==> config.mk <==
export PLATFORM = sky130hd
export DESIGN_NAME = wshb_rr_arbiter
export DESIGN_NICKNAME = d
export VERILOG_FILES = /design/src/rtl/wshb_arb_pkg.sv /design/src/rtl/wshb_rr_pick.sv /design/src/rtl/wshb_rr_arbiter.sv
export SDC_FILE = /design/constraint.sdc
export NUM_CORES = 1
export LEC_CHECK = 0
export BUFFER_PORTS_ARGS = -buffer_cell sky130_fd_sc_hd__buf_2
export CORE_AREA = 2 2 112 114
export CTS_CLUSTER_DIAMETER = 30
export DETAILED_ROUTE_END_ITERATION = 16
export DIE_AREA = 0 0 114 116
export SLEW_MARGIN = 25
export SYNTH_ARGS = -nofsm -noshare
export SYNTH_HDL_FRONTEND = slang
export SYNTH_SLANG_ARGS = --single-unit
==> constraint.sdc <==
create_clock -name clk -period 2.4 [get_ports clk]
set_input_delay 0.36 -clock clk [delete_from_list [all_inputs] [get_ports clk]]
set_output_delay 0.36 -clock clk [all_outputs]
set_load 0.05 [all_outputs]
==> src/rtl/wshb_arb_pkg.sv <==
// wshb_arb_pkg: shared state type, sizing limits and rotating-priority helper for the Wishbone arbiter.
package wshb_arb_pkg;
    localparam int MAX_NM = 8;
    localparam int MAX_LW = $clog2(MAX_NM);

    typedef enum logic {IDLE, GRANT} arb_state_t;

    // One-hot pick of the first set bit of req scanning last+1, last+2, ... modulo n.
    function automatic logic [MAX_NM-1:0] rr_pick(
        input logic [MAX_NM-1:0] req,
        input int                last,
        input int                n
    );
        logic [MAX_NM-1:0] pick;
        logic [MAX_LW-1:0] idx;
        logic              found;
        pick  = '0;
        found = 1'b0;
        for (int k = 1; k <= MAX_NM; k++) begin
            idx = MAX_LW'((last + k) % n);
            if (k <= n && !found && req[idx]) begin
                pick[idx] = 1'b1;
                found     = 1'b1;
            end
        end
        return pick;
    endfunction
endpackage

==> src/rtl/wshb_rr_pick.sv <==
// wshb_rr_pick: combinational rotating-priority encoder; the first requester after index last wins.
module wshb_rr_pick
    import wshb_arb_pkg::*;
#(
    parameter int NM = 2
) (
    input  logic [NM-1:0]         req,
    input  logic [$clog2(NM)-1:0] last,
    output logic [NM-1:0]         gnt_next,
    output logic                  valid
);
    logic [MAX_NM-1:0] pick;

    assign pick     = rr_pick(MAX_NM'(req), int'(last), NM);
    assign gnt_next = pick[NM-1:0];
    assign valid    = |pick;
endmodule

==> src/rtl/wshb_rr_arbiter.sv <==
// wshb_rr_arbiter: NM-master to 1-slave Wishbone B4 classic interconnect with round-robin grant per cyc span.
// Define WSHB_ARB_TIMEOUT_EN to add a watchdog that errors out an owner stalled by the slave for TIMEOUT cycles.
module wshb_rr_arbiter
    import wshb_arb_pkg::*;
#(
    parameter int NM      = 2,
    parameter int AW      = 32,
    parameter int DW      = 32,
    parameter int TIMEOUT = 1023
) (
    input  logic               clk,
    input  logic               rst,
    input  logic [NM-1:0]      m_cyc,
    input  logic [NM-1:0]      m_stb,
    input  logic [NM-1:0]      m_we,
    input  logic [NM*DW/8-1:0] m_sel,
    input  logic [NM*AW-1:0]   m_adr,
    input  logic [NM*DW-1:0]   m_dat_w,
    output logic [DW-1:0]      m_dat_r,
    output logic [NM-1:0]      m_ack,
    output logic [NM-1:0]      m_err,
    output logic               s_cyc,
    output logic               s_stb,
    output logic               s_we,
    output logic [DW/8-1:0]    s_sel,
    output logic [AW-1:0]      s_adr,
    output logic [DW-1:0]      s_dat_w,
    input  logic [DW-1:0]      s_dat_r,
    input  logic               s_ack,
    input  logic               s_err,
    output logic [NM-1:0]      gnt
);
    localparam int SW = DW / 8;
    localparam int LW = $clog2(NM);

    arb_state_t    state, state_n;
    logic [NM-1:0] gnt_n, pick;
    logic [LW-1:0] last, last_n, pick_idx;
    logic          pick_valid, cyc_g, stb_g, to_hit;

    if (NM < 2 || NM > MAX_NM || DW % 8 != 0 || TIMEOUT < 1) begin : g_bad_params
        $error("wshb_rr_arbiter: illegal parameter set");
    end

    wshb_rr_pick #(.NM(NM)) u_pick (
        .req      (m_cyc),
        .last     (last),
        .gnt_next (pick),
        .valid    (pick_valid)
    );

    always_comb begin
        pick_idx = '0;
        for (int i = 0; i < NM; i++)
            if (pick[i]) pick_idx = LW'(i);
    end

    // AND-OR mux relies on gnt being one-hot or zero, so an idle bus drives all zeros.
    always_comb begin
        cyc_g   = 1'b0;
        stb_g   = 1'b0;
        s_we    = 1'b0;
        s_sel   = '0;
        s_adr   = '0;
        s_dat_w = '0;
        for (int i = 0; i < NM; i++) begin
            cyc_g   = cyc_g | (gnt[i] & m_cyc[i]);
            stb_g   = stb_g | (gnt[i] & m_stb[i]);
            s_we    = s_we  | (gnt[i] & m_we[i]);
            s_sel   = s_sel   | ({SW{gnt[i]}} & m_sel[i*SW +: SW]);
            s_adr   = s_adr   | ({AW{gnt[i]}} & m_adr[i*AW +: AW]);
            s_dat_w = s_dat_w | ({DW{gnt[i]}} & m_dat_w[i*DW +: DW]);
        end
    end

    assign s_cyc   = cyc_g & ~to_hit;
    assign s_stb   = stb_g;
    assign m_dat_r = s_dat_r;
    assign m_ack   = {NM{s_ack}} & gnt;
    assign m_err   = {NM{s_err | to_hit}} & gnt;

    always_ff @(posedge clk or posedge rst)
        if (rst) begin
            state <= IDLE;
            gnt   <= '0;
            last  <= LW'(NM - 1);
        end else begin
            state <= state_n;
            gnt   <= gnt_n;
            last  <= last_n;
        end

    // last doubles as the granted index while in GRANT.
    always_comb begin
        state_n = state;
        gnt_n   = gnt;
        last_n  = last;
        if (state == IDLE) begin
            if (pick_valid) begin
                state_n = GRANT;
                gnt_n   = pick;
                last_n  = pick_idx;
            end
        end else if (!cyc_g || to_hit) begin
            state_n = IDLE;
            gnt_n   = '0;
        end
    end

`ifdef WSHB_ARB_TIMEOUT_EN
    localparam int CW = $clog2(TIMEOUT + 1);

    logic [CW-1:0] to_cnt;
    logic          stall, timeout_seen;

    assign stall  = cyc_g & stb_g & ~s_ack & ~s_err;
    assign to_hit = (state == GRANT) && stall && (to_cnt == CW'(TIMEOUT - 1));

    always_ff @(posedge clk or posedge rst)
        if (rst) begin
            to_cnt       <= '0;
            timeout_seen <= 1'b0;
        end else begin
            to_cnt       <= (state != GRANT || s_ack || s_err) ? '0 : stall ? to_cnt + CW'(1) : to_cnt;
            timeout_seen <= timeout_seen | to_hit;
        end
`else
    assign to_hit = 1'b0;
`endif
endmodule
# Word-level counts from Yosys, hierarchy flattened
# Index checks and enable logic that the tools add are counted.
# totals
regBits	4
input_bits	178
out_inout_bits	109
wordCells	60
# classes
addsub	2
n_lt_le_gt_ge	4
n_eq_ne	1
n_mux	18
n_bitwise	24
n_reduce_logical	8
# op_table
operator	n
$and A32 B32 Y32	4
$or A32 B32 Y32	2
$mux W8	2
$mux W1	9
$and A4 B4 Y4	2
$lt A3 B4 Y1 const B	2
$or A8 B8 Y8	1
$reduce_or A8 Y1	1
$and A1 B1 Y1	6
$ge A3 B1 Y1 const B	2
$mux W2	3
$and A2 B2 Y2	2
$bmux W1 S2	2
$demux W1 S2	2
$or A4 B4 Y4	1
$reduce_and A2 Y1	2
$logic_and A1 B1 Y1	3
$or A1 B1 Y1	3
$add A1 B1 Y1 const B	2
$and A1 B1 Y1 const A	2
$ne A2 B2 Y1 const B	1
$reduce_bool A2 Y1	1
$logic_not A1 Y1	1
$not A1 Y1	1

# Logic depth before layout (Yosys ltp)
# Gate-level depths: netlist of the first run.
# depth
ltp_word	12
depth_mapped	5
depth_no_buf	3

# By module
# From an unflattened synthesis of the first run, not the netlist that was laid out.
# hier_totals
cells_unflattened	146
hier_area_um2	1283.7
# modules_own_cells
module	instances	cells_per_inst	area_each_um2	seq_area_each_um2
wshb_rr_arbiter	1	142	1258.7	101.3
wshb_rr_pick	1	4	25.0	0.0

# Worst setup path before layout of the first run
# Ideal clock, no wire load.
# synth_path
kind	register to output
from	register gnt[1]
to	output port s_adr[12]
arrival_time_ns	1.516
required_time_ns	2.040
setup_slack_ns	0.524
stages_incl_launch_ff	5
path_buffers	3
cell_sequence	dfrtp_1 buf_2 buf_6 buf_6 a22o_1
# synth_between
elab_chain_len	2
# synth_lines
element	line_no	rtl
from (decl)	wshb_rr_arbiter.sv:31	output logic [NM-1:0] gnt
from (signal assigned)	wshb_rr_arbiter.sv:89	gnt <= gnt_n;
$and A32 B32 Y32	wshb_rr_arbiter.sv:71	s_adr = s_adr | ({AW{gnt[i]}} & m_adr[i*AW +: AW]);
$or A32 B32 Y32	wshb_rr_arbiter.sv:71	
to (decl)	wshb_rr_arbiter.sv:26	output logic [AW-1:0] s_adr,
# No other way between the ends.

# Worst setup path in the final report of the first run
# layout_path
from	register gnt[1]
to	output port s_dat_w[18]
# layout_between
elab_chain_len	2
# layout_lines
element	line_no	rtl
$and A32 B32 Y32	wshb_rr_arbiter.sv:72	s_dat_w = s_dat_w | ({DW{gnt[i]}} & m_dat_w[i*DW +: DW]);
$or A32 B32 Y32	wshb_rr_arbiter.sv:72	
to (decl)	wshb_rr_arbiter.sv:27	output logic [DW-1:0] s_dat_w,
# No other way between the ends.

==> run_results.csv, run 1 <==
group,metric,value,unit
die,initial_core_util,0.102,
sta,fin_skew,0.00231,ns
synth,yosysMostFrequentCell,"a22o_1",
sta,fin_setup_tns,0,ns
synth,synth_nets,325,
clocking,clkLatencyLatePin,0.23,ns
clocking,numCtsBuffers,3,
synth,synth_cell_types,18,
die,ios,287,
drt,ant_nets,0,
sta,drv_slew,0,
sta,grt_setup_unrepaired,"false",
sta,hold_ws,0.0139,ns
global_route,gr-total-overflow,0,
setup_path,rr_endpoint,"gnt[1]$_DFFE_PP0P_",
drt,drc,0,
synth,syn_inst,147,
synth,yosys_warnings,0,
synth,synth_edf_count,0,
setup_path,reg2reg_from,"gnt[1]$_DFFE_PP0P_",
final_layout,drive_gt1_frac,0.706,
synth,synth-seq-cells,4,
final_layout,multi_input_area,733,µm²
clocking,cts_max_path_buffers,2,
sta,max_slew_margin,0.708,
sta,finalCritPeriodShare,0.752,
setup_path,end_kind,"output port",
clocking,cts_setup_buffers,0,
power,ir_worst_vdd,0.000712,V
sta,finalSetupViolCount,0,
place,place_area,2170,µm²
drt,drt_iter0_markers,82,
die,coreArea,11900,µm²
synth,async_flop_share,1.00,
clocking,cts_resized,0,
final_layout,area_delta_synth_final,86.1,%
die,die_area,13200,µm²
synth,syn_area,1210,µm²
clocking,clk_pin_slew,0.03,ns
global_route,grt_pass1_vias,1594,
drt,firstDrtPassIters,4,
die,die_x,114,µm
global_route,grt_first_pass_wirelength,7.73,mm
place,gp_congestion,0.835,
drt,vias_per_cell,3.93,
sta,fmax,554,MHz
setup_path,arrival,1.45,ns
drt,wire_per_inst,12.2,µm
run_status,status,"finished clean",
run,drv_cap,0,
power,p_leak,0.00137,µW
synth,synthTopCellsByCount,"a22o_1 (71), buf_4 (37), buf_2 (7)",
drt,routed_wl,5.78,mm
synth,syn_avg_cell_area,8.24,µm²
die,rows,40,
setup_path,critPathMaxFanout,44,
synth,synth_ff_type,"dfrtp_1",
sta,min_period,1.81,ns
setup_path,cp-start-kind,"flip-flop",
setup_path,rrSetupSlack,1.24,ns
setup_path,startpoint,"gnt[1]$_DFFE_PP0P_",
global_route,antenna_found_initial,0,
power,p_per_area,1790,nW/µm²
synth,yosysTopAreaCell,"a22o_1",
final_layout,regArea,104,µm²
place,dp_hpwl,4.59,mm
synth,synth.area.top_cells,"a22o_1 (51%), buf_4 (23%), dfrtp_1 (6.2%), buf_6 (4.6%), buf_2 (2.9%)",
global_route,grt_max_degree,79,
clocking,cts_tree,"built",
place,portBuffers,222,
setup_path,reg2regPathDepth,4,
synth,yosysTopAreaCellShare,0.513,
final_layout,fill_cells,1316,
setup_path,critical_path_required,2.04,ns
clocking,cts_hold_buf,0,
global_route,grt_usage,0.0711,
setup_path,worstSetupEndpoint,"s_dat_w[18]",
final_layout,n_antenna_cell,0,
die,die_h,116,µm
worst_hold_path,hold_path.class,"in -> async",
clocking,cts.sinks,4,
sta,finalHoldViolCount,0,
sta,worstMarginPinSlew,0.438,ns
final_layout,nets,506,
clocking,clock_tree.root_cell,"clkbuf_16",
synth,seq_area_frac_synth,0.0837,
setup_path,path_class,"reg -> out",
drt,vias,1861,
final_layout,stdcell_area,2250,µm²
clocking,htreeDepth,1,
==> state kept, by name (all words and copies together) (netlist names) <==
name / count
gnt: 2
state: 1
last: 1
==> metrics by stage <==
| step | power [µW] | utilization | std cells | setup WS [ns] |
|---|---|---|---|---|
| floorplan | 3270 | - | 147 | 0.524 |
| global placement | 3760 | 0.183 | 470 | 0.843 |
| global route | 4210 | 0.189 | 474 | 0.515 |
| CTS | 4050 | 0.189 | 474 | 0.597 |
| detailed placement | 3770 | 0.183 | 470 | 0.845 |
| finish | 4020 | 0.189 | 474 | 0.595 |
==> where the power goes <==
part           total, µW  switching [µW]  internal [µW]
Sequential           131            22.9            109
Clock                270            49.9            220
Combinational       3620            2720            903
==> logic make-up (layout without fill, tap and decap cells) <==
group,Yosys count,after routing,synth area share
and+or+nand+nor,11,11,0.0465
buffers and inverters,51,231,0.311
AOI/OAI and AO/OA,81,81,0.559
DFF,4,4,0.0837
==> layout make-up <==
| type | instances | share of cell area |
|---|---|---|
| Timing Repair Buffer | 225 | 0.509 |
| Multi-Input combinational cell | 92 | 0.325 |
| Tap cell | 147 | 0.0816 |
| Sequential cell | 4 | 0.0461 |
| Clock buffer | 4 | 0.0350 |
| Inverter | 2 | 0.00333 |
==> worst max-delay path: stages (launching register included) <==
cell     delay (ns)
dfrtp_2        0.34
buf_4          0.37
a22o_1         0.22
buf_2          0.26
==> layer usage <==
layer,part of all wire,vias to the layer above,global-route usage
met3,0.084,8,0.0105
met1,0.41,833,0.0898
met5,0,-,0
met2,0.50,117,0.128
met4,0.0043,0,0.0163
li1,-,903,-
==> worst min path at each step <==
stage	from	endpoint	slack, ns	depth (start not counted)
6_report	rst	state$_DFF_PP0_	0.01	2
5_1_grt	rst	state$_DFF_PP0_	0.04	2
4_1_cts	rst	state$_DFF_PP0_	0.02	2
3_5_place_dp	rst	state$_DFF_PP0_	0.26	2
3_3_place_gp	rst	state$_DFF_PP0_	0.25	2
2_1_floorplan	rst	gnt[0]$_DFFE_PP0P_	0.13	1
==> layout by cell type, fill, tap and decap left out, types with 2 or more instances in the layout <==
cell type / instances
buf_2: 222
a22o_1: 71
a21oi_1: 4
and2_1: 4
nand2_1: 3
clkbuf_16: 3
inv_1: 2
nor2_1: 2
o21ai_1: 2
dfrtp_2: 2
buf_4: 2
(Power assumes the default switching activity.)
==> inputs of run 2 (changes only) <==
--- a/config.mk
+++ b/config.mk
@@ -6,10 +6,10 @@
 export NUM_CORES = 1
 export LEC_CHECK = 0
 export BUFFER_PORTS_ARGS = -buffer_cell sky130_fd_sc_hd__buf_2
-export CORE_AREA = 2 2 112 114
+export CORE_AREA = 2 2 110 112
 export CTS_CLUSTER_DIAMETER = 30
 export DETAILED_ROUTE_END_ITERATION = 16
-export DIE_AREA = 0 0 114 116
+export DIE_AREA = 0 0 112 114
 export SLEW_MARGIN = 25
 export SYNTH_ARGS = -nofsm -noshare
 export SYNTH_HDL_FRONTEND = slang
==> constraint.sdc (replaced) <==
create_clock -name clk -period 1.7 [get_ports clk]
set_input_delay 0.255 -clock clk [delete_from_list [all_inputs] [get_ports clk]]
set_output_delay 0.255 -clock clk [all_outputs]
set_load 0.05 [all_outputs]
==> run_results.csv, run 2 (same netlist as run 1, synthesis figures left out) <==
group,metric,value,unit
final_layout,final_common_cell,"buf_2",
sta,fmax,634,MHz
setup_path,critical_path_required,1.44,ns
die,die_h,114,µm
die,rows,40,
setup_path,cp_cell_sequence,"buf_12 -> a22o_2 -> buf_2",
final_layout,top_register,"gnt",
place,dp_hpwl,4.83,mm
clocking,htreeDepth,1,
drt,vias,1845,
sta,min_period,1.58,ns
final_layout,area_delta_synth_final,94.2,%
clocking,cts_setup_buffers,0,
clocking,cts_max_path_buffers,2,
final_layout,nets,509,
clocking,cts.sinks,4,
drt,wire_per_inst,12.1,µm
drt,vias_per_cell,3.87,
global_route,grt_pass1_vias,1532,
setup_path,worst-path-buf-inv,2,
place,gp_congestion,0.751,
setup_path,crit_family,"flip-flops",
setup_path,reg2reg_from,"gnt[0]$_DFFE_PP0P_",
drt,drt_iter0_markers,57,
worst_hold_path,hold_path.class,"in -> reg",
place,place_area,2260,µm²
setup_path,rr_endpoint,"gnt[0]$_DFFE_PP0P_",
final_layout,stdcell_area,2350,µm²
die,die_x,112,µm
setup_path,crit_cells,3,
drt,drc,0,
clocking,cts_tree,"built",
setup_path,cp_slowest_cell,"dfrtp_2",
clocking,clock_tree.root_cell,"clkbuf_16",
final_layout,most-common-layout-cells,"buf_2 (222), a22o_2 (37), a22o_1 (34), a21oi_1 (4)",
global_route,gr-total-overflow,0,
setup_path,reg2regPathDepth,4,
setup_path,startpoint,"gnt[0]$_DFFE_PP0P_",
sta,worstMarginPinSlew,0.271,ns
die,ios,287,
final_layout,drive_gt1_frac,0.824,
clocking,numCtsBuffers,3,
setup_path,end_kind,"output port",
drt,routed_wl,5.76,mm
die,coreArea,11700,µm²
global_route,grt_usage,0.0740,
setup_path,worstSetupEndpoint,"s_dat_w[17]",
final_layout,n_antenna_cell,0,
drt,ant_nets,0,
sta,finalCritPeriodShare,0.927,
setup_path,cpPeakStageDelay,0.43,ns
power,p_leak,0.00141,µW
die,initial_core_util,0.103,
drt,firstDrtPassIters,4,
sta,fin_skew,0.00338,ns
setup_path,rrSetupSlack,0.62,ns
clocking,clk_pin_slew,0.03,ns
global_route,antenna_found_initial,0,
power,p_per_area,2490,nW/µm²
sta,grt_setup_unrepaired,"false",
run,drv_cap,0,
setup_path,arrival,1.32,ns
setup_path,path_class,"reg -> out",
power,ir_worst_vdd,0.00116,V
sta,max_slew_margin,0.821,
final_layout,largest_register_ffs,2,
setup_path,critPathMaxFanout,40,
global_route,grt_first_pass_wirelength,7.80,mm
final_layout,instances_no_fill,477,
sta,drv_slew,0,
run_status,status,"finished clean",
sta,finalSetupViolCount,0,
final_layout,largestRegisters,"gnt x2, last x1, state x1",
global_route,grt_max_degree,48,
place,placedCellCount,472,
die,die_area,12800,µm²
setup_path,cp-start-kind,"flip-flop",
sta,finalHoldViolCount,0,
clocking,clkLatencyLatePin,0.22,ns
place,portBuffers,222,
==> run 2: cell type report <==
cell class | count | area [µm²]
clock buffer | 4 | 78.8
multi-input combinational | 92 | 782
tap | 147 | 184
fill | 1333 | 9360
sequential | 4 | 104
timing repair buffer | 228 | 1200
inverter | 2 | 7.51
==> run 2: per-stage QoR <==
step                 util  hold WS [ns]  worst slack, ns  total power (µW)  TNS [ns]
finish              0.201         0.282            0.123              5850         0
global route        0.201         0.310           0.0970              6100         0
CTS                 0.201         0.276            0.125              5880         0
detailed placement  0.193         0.153            0.369              5480         0
global placement    0.193         0.148            0.370              5490         0
floorplan               -        0.0203          -0.0711              4710     -2.13
==> run 2: worst min path at each step <==
| stage | depth (start not counted) | start | end | slack (ns) |
|---|---|---|---|---|
| floorplan | 1 | rst | gnt[1]$_DFFE_PP0P_ | 0.02 |
| detailed placement | 2 | rst | state$_DFF_PP0_ | 0.15 |
| CTS | 2 | m_cyc[0] | last$_DFFE_PP1P_ | 0.28 |
| finish | 2 | m_cyc[0] | last$_DFFE_PP1P_ | 0.28 |
| global placement | 2 | rst | state$_DFF_PP0_ | 0.15 |
| global route | 2 | m_cyc[0] | last$_DFFE_PP1P_ | 0.31 |
==> run 2: repair_timing <==
item,CTS,global route
endpoints found under the setup margin,0,0
hold endpoints to repair,3,0
gates resized for setup,0,0
hold buffers,1,0
==> run 2: where the power goes <==
part	switching (µW)	leakage, µW	internal, µW
sequential	51.4	0.0000449	154
clock	65.0	0.0000382	310
combinational	3830	0.00132	1440
total	3940	0.00141	1900
==> run 2: layer usage <==
| layer | wire length, µm | GRT usage |
|---|---|---|
| met4 | 61 | 0.0236 |
| met2 | 2810 | 0.124 |
| met5 | 0 | 0 |
| met3 | 476 | 0.0128 |
| met1 | 2410 | 0.0972 |
==> inputs of run 3 (changes only) <==
--- a/config.mk
+++ b/config.mk
@@ -6,10 +6,14 @@
 export NUM_CORES = 1
 export LEC_CHECK = 0
 export BUFFER_PORTS_ARGS = -buffer_cell sky130_fd_sc_hd__buf_2
-export CORE_AREA = 2 2 110 112
+export CELL_PAD_IN_SITES_DETAIL_PLACEMENT = 2
+export CELL_PAD_IN_SITES_GLOBAL_PLACEMENT = 2
+export CORE_MARGIN = 2
+export CORE_UTILIZATION = 10
 export CTS_CLUSTER_DIAMETER = 30
 export DETAILED_ROUTE_END_ITERATION = 16
-export DIE_AREA = 0 0 112 114
+export HOLD_SLACK_MARGIN = 0.1
+export PLACE_DENSITY = 0.95
 export SLEW_MARGIN = 25
 export SYNTH_ARGS = -nofsm -noshare
 export SYNTH_HDL_FRONTEND = slang
==> run_results.csv, run 3 (same netlist as run 1, synthesis figures left out) <==
group,metric,value,unit
die,coreArea,11900,µm²
run_status,status,"finished clean",
setup_path,rrSetupSlack,0.52,ns
worst_hold_path,min-delay-start,"m_cyc[0]",
die,ios,287,
sta,drv_slew,0,
setup_path,cp_slowest_cell,"dfrtp_2",
clocking,cts_resized,0,
setup_path,reg2regPathDepth,4,
setup_path,rr_endpoint,"gnt[0]$_DFFE_PP0P_",
sta,worstMarginPinSlew,0.282,ns
die,die_x,114,µm
setup_path,end_kind,"output port",
die,rows,40,
final_layout,most-common-layout-cells,"buf_2 (220), a22o_2 (37), a22o_1 (34)",
final_layout,drive_gt1_frac,0.824,
global_route,grt_first_pass_wirelength,11.3,mm
sta,max_slew_margin,0.812,
final_layout,final_common_cell,"buf_2",
die,die_h,114,µm
power,p_per_area,2550,nW/µm²
final_layout,top_register,"gnt",
power,power,6100,µW
drt,firstDrtPassIters,3,
global_route,grt_usage,0.109,
setup_path,arrival,1.37,ns
clocking,clk_pin_slew,0.03,ns
clocking,clock_tree.root_cell,"clkbuf_16",
global_route,gr-total-overflow,0,
global_route,antenna_found_initial,0,
power,p_leak,0.00142,µW
setup_path,critical_path_required,1.44,ns
sta,fin_skew,0.00458,ns
drt,ant_nets,0,
global_route,grt_pass1_vias,2127,
final_layout,area_delta_synth_final,97.1,%
drt,vias_per_cell,4.10,
worst_hold_path,holdPathStages,2,
clocking,cts.sinks,4,
setup_path,reg2reg_from,"gnt[0]$_DFFE_PP0P_",
setup_path,critPathMaxFanout,65,
place,gp_congestion,0.751,
setup_path,cp-start-kind,"flip-flop",
clocking,htreeDepth,1,
setup_path,worst-path-buf-inv,2,
global_route,grt_max_degree,66,
sta,fmax,615,MHz
setup_path,path_class,"reg -> out",
sta,hold_ws,0.311,ns
place,dp_hpwl,6.68,mm
final_layout,largest_register_ffs,2,
setup_path,cpPeakStageDelay,0.38,ns
final_layout,nets,509,
worst_hold_path,holdPathEnd,"last$_DFFE_PP1P_",
clocking,cts_max_path_buffers,2,
clocking,cts_tree,"built",
sta,grt_setup_unrepaired,"false",
final_layout,largestRegisters,"gnt x2, last x1, state x1",
drt,wire_per_inst,16.9,µm
sta,finalHoldViolCount,0,
setup_path,cp_cell_sequence,"buf_12 -> a22o_2 -> buf_2",
sta,min_period,1.62,ns
die,initial_core_util,0.102,
sta,finalCritPeriodShare,0.956,
power,ir_worst_vdd,0.00105,V
clocking,numCtsBuffers,3,
drt,routed_wl,8.07,mm
final_layout,n_antenna_cell,0,
place,portBuffers,222,
worst_hold_path,hold_path.class,"in -> reg",
place,place_area,2270,µm²
drt,vias,1955,
run,drv_cap,0,
setup_path,crit_family,"buffers and inverters",
clocking,clkLatencyLatePin,0.22,ns
drt,drc,0,
die,die_area,13000,µm²
sta,finalSetupViolCount,0,
drt,drt_iter0_markers,31,
final_layout,stdcell_area,2390,µm²
-- run 3: cell count changes in the layout (fill, tap and decap cells not counted), sizes merged --
cell and delta:
buf -1, clkbuf +1
-- run 3: how the worst max path moves through the flow --
stage	from	to	slack (ns)	cells after the start
after CTS	gnt[0]$_DFFE_PP0P_	s_adr[1]	0.05	3
after global placement	gnt[0]$_DFFE_PP0P_	s_adr[1]	0.34	3
final	gnt[1]$_DFFE_PP0P_	s_dat_w[17]	0.08	3
after global routing	gnt[1]$_DFFE_PP0P_	m_err[1]	0.006	3
after detailed placement	gnt[0]$_DFFE_PP0P_	s_adr[1]	0.30	3
after floorplan	gnt[1]$_DFFE_PP0P_	s_adr[12]	-0.07	4
-- run 3: layer usage --
| layer | GRT usage | vias up | share of wire |
|---|---|---|---|
| met3 | 0.0180 | 8 | 0.060 |
| met4 | 0.0146 | 0 | 0.0092 |
| li1 | - | 913 | - |
| met1 | 0.116 | 928 | 0.36 |
| met5 | 0 | - | 0 |
| met2 | 0.225 | 106 | 0.58 |
-- run 3: layout make-up --
cell class	instances	area, µm²
Clock buffer	4	78.8
Fill cell	1418	9520
Inverter	2	7.51
Multi-Input combinational cell	92	782
Sequential cell	4	104
Tap cell	147	184
Timing Repair Buffer	228	1230
-- run 3: repair_timing --
| item | CTS | global route |
|---|---|---|
| setup endpoints to repair | 0 | 2 |
| setup buffers | 0 | 0 |
| hold endpoints to repair | 3 | 0 |
| hold buffers | 1 | 0 |
-- run 3: worst register-to-register path, delay by kind of cell, from the launching register on --
kind	cells	cell delay (ns)
flops	1	0.43
compound gates	2	0.25
buf+inv	1	0.22
simple gates	1	0.16
-- run 3: power by group --
group | internal, µW | switching, µW | total, µW
combinational | 1510 | 4000 | 5510
clock | 310 | 67.4 | 377
sequential | 154 | 55.0 | 209
-- run 3: stage by stage --
step	utilization	instances	TNS [ns]	worst slack, ns
after floorplan	-	147	-2.13	-0.0711
after global placement	0.191	471	0	0.335
after detailed placement	0.191	471	0	0.296
after CTS	0.198	476	0	0.0467
after global routing	0.200	477	0	0.00645
final	0.200	477	0	0.0752
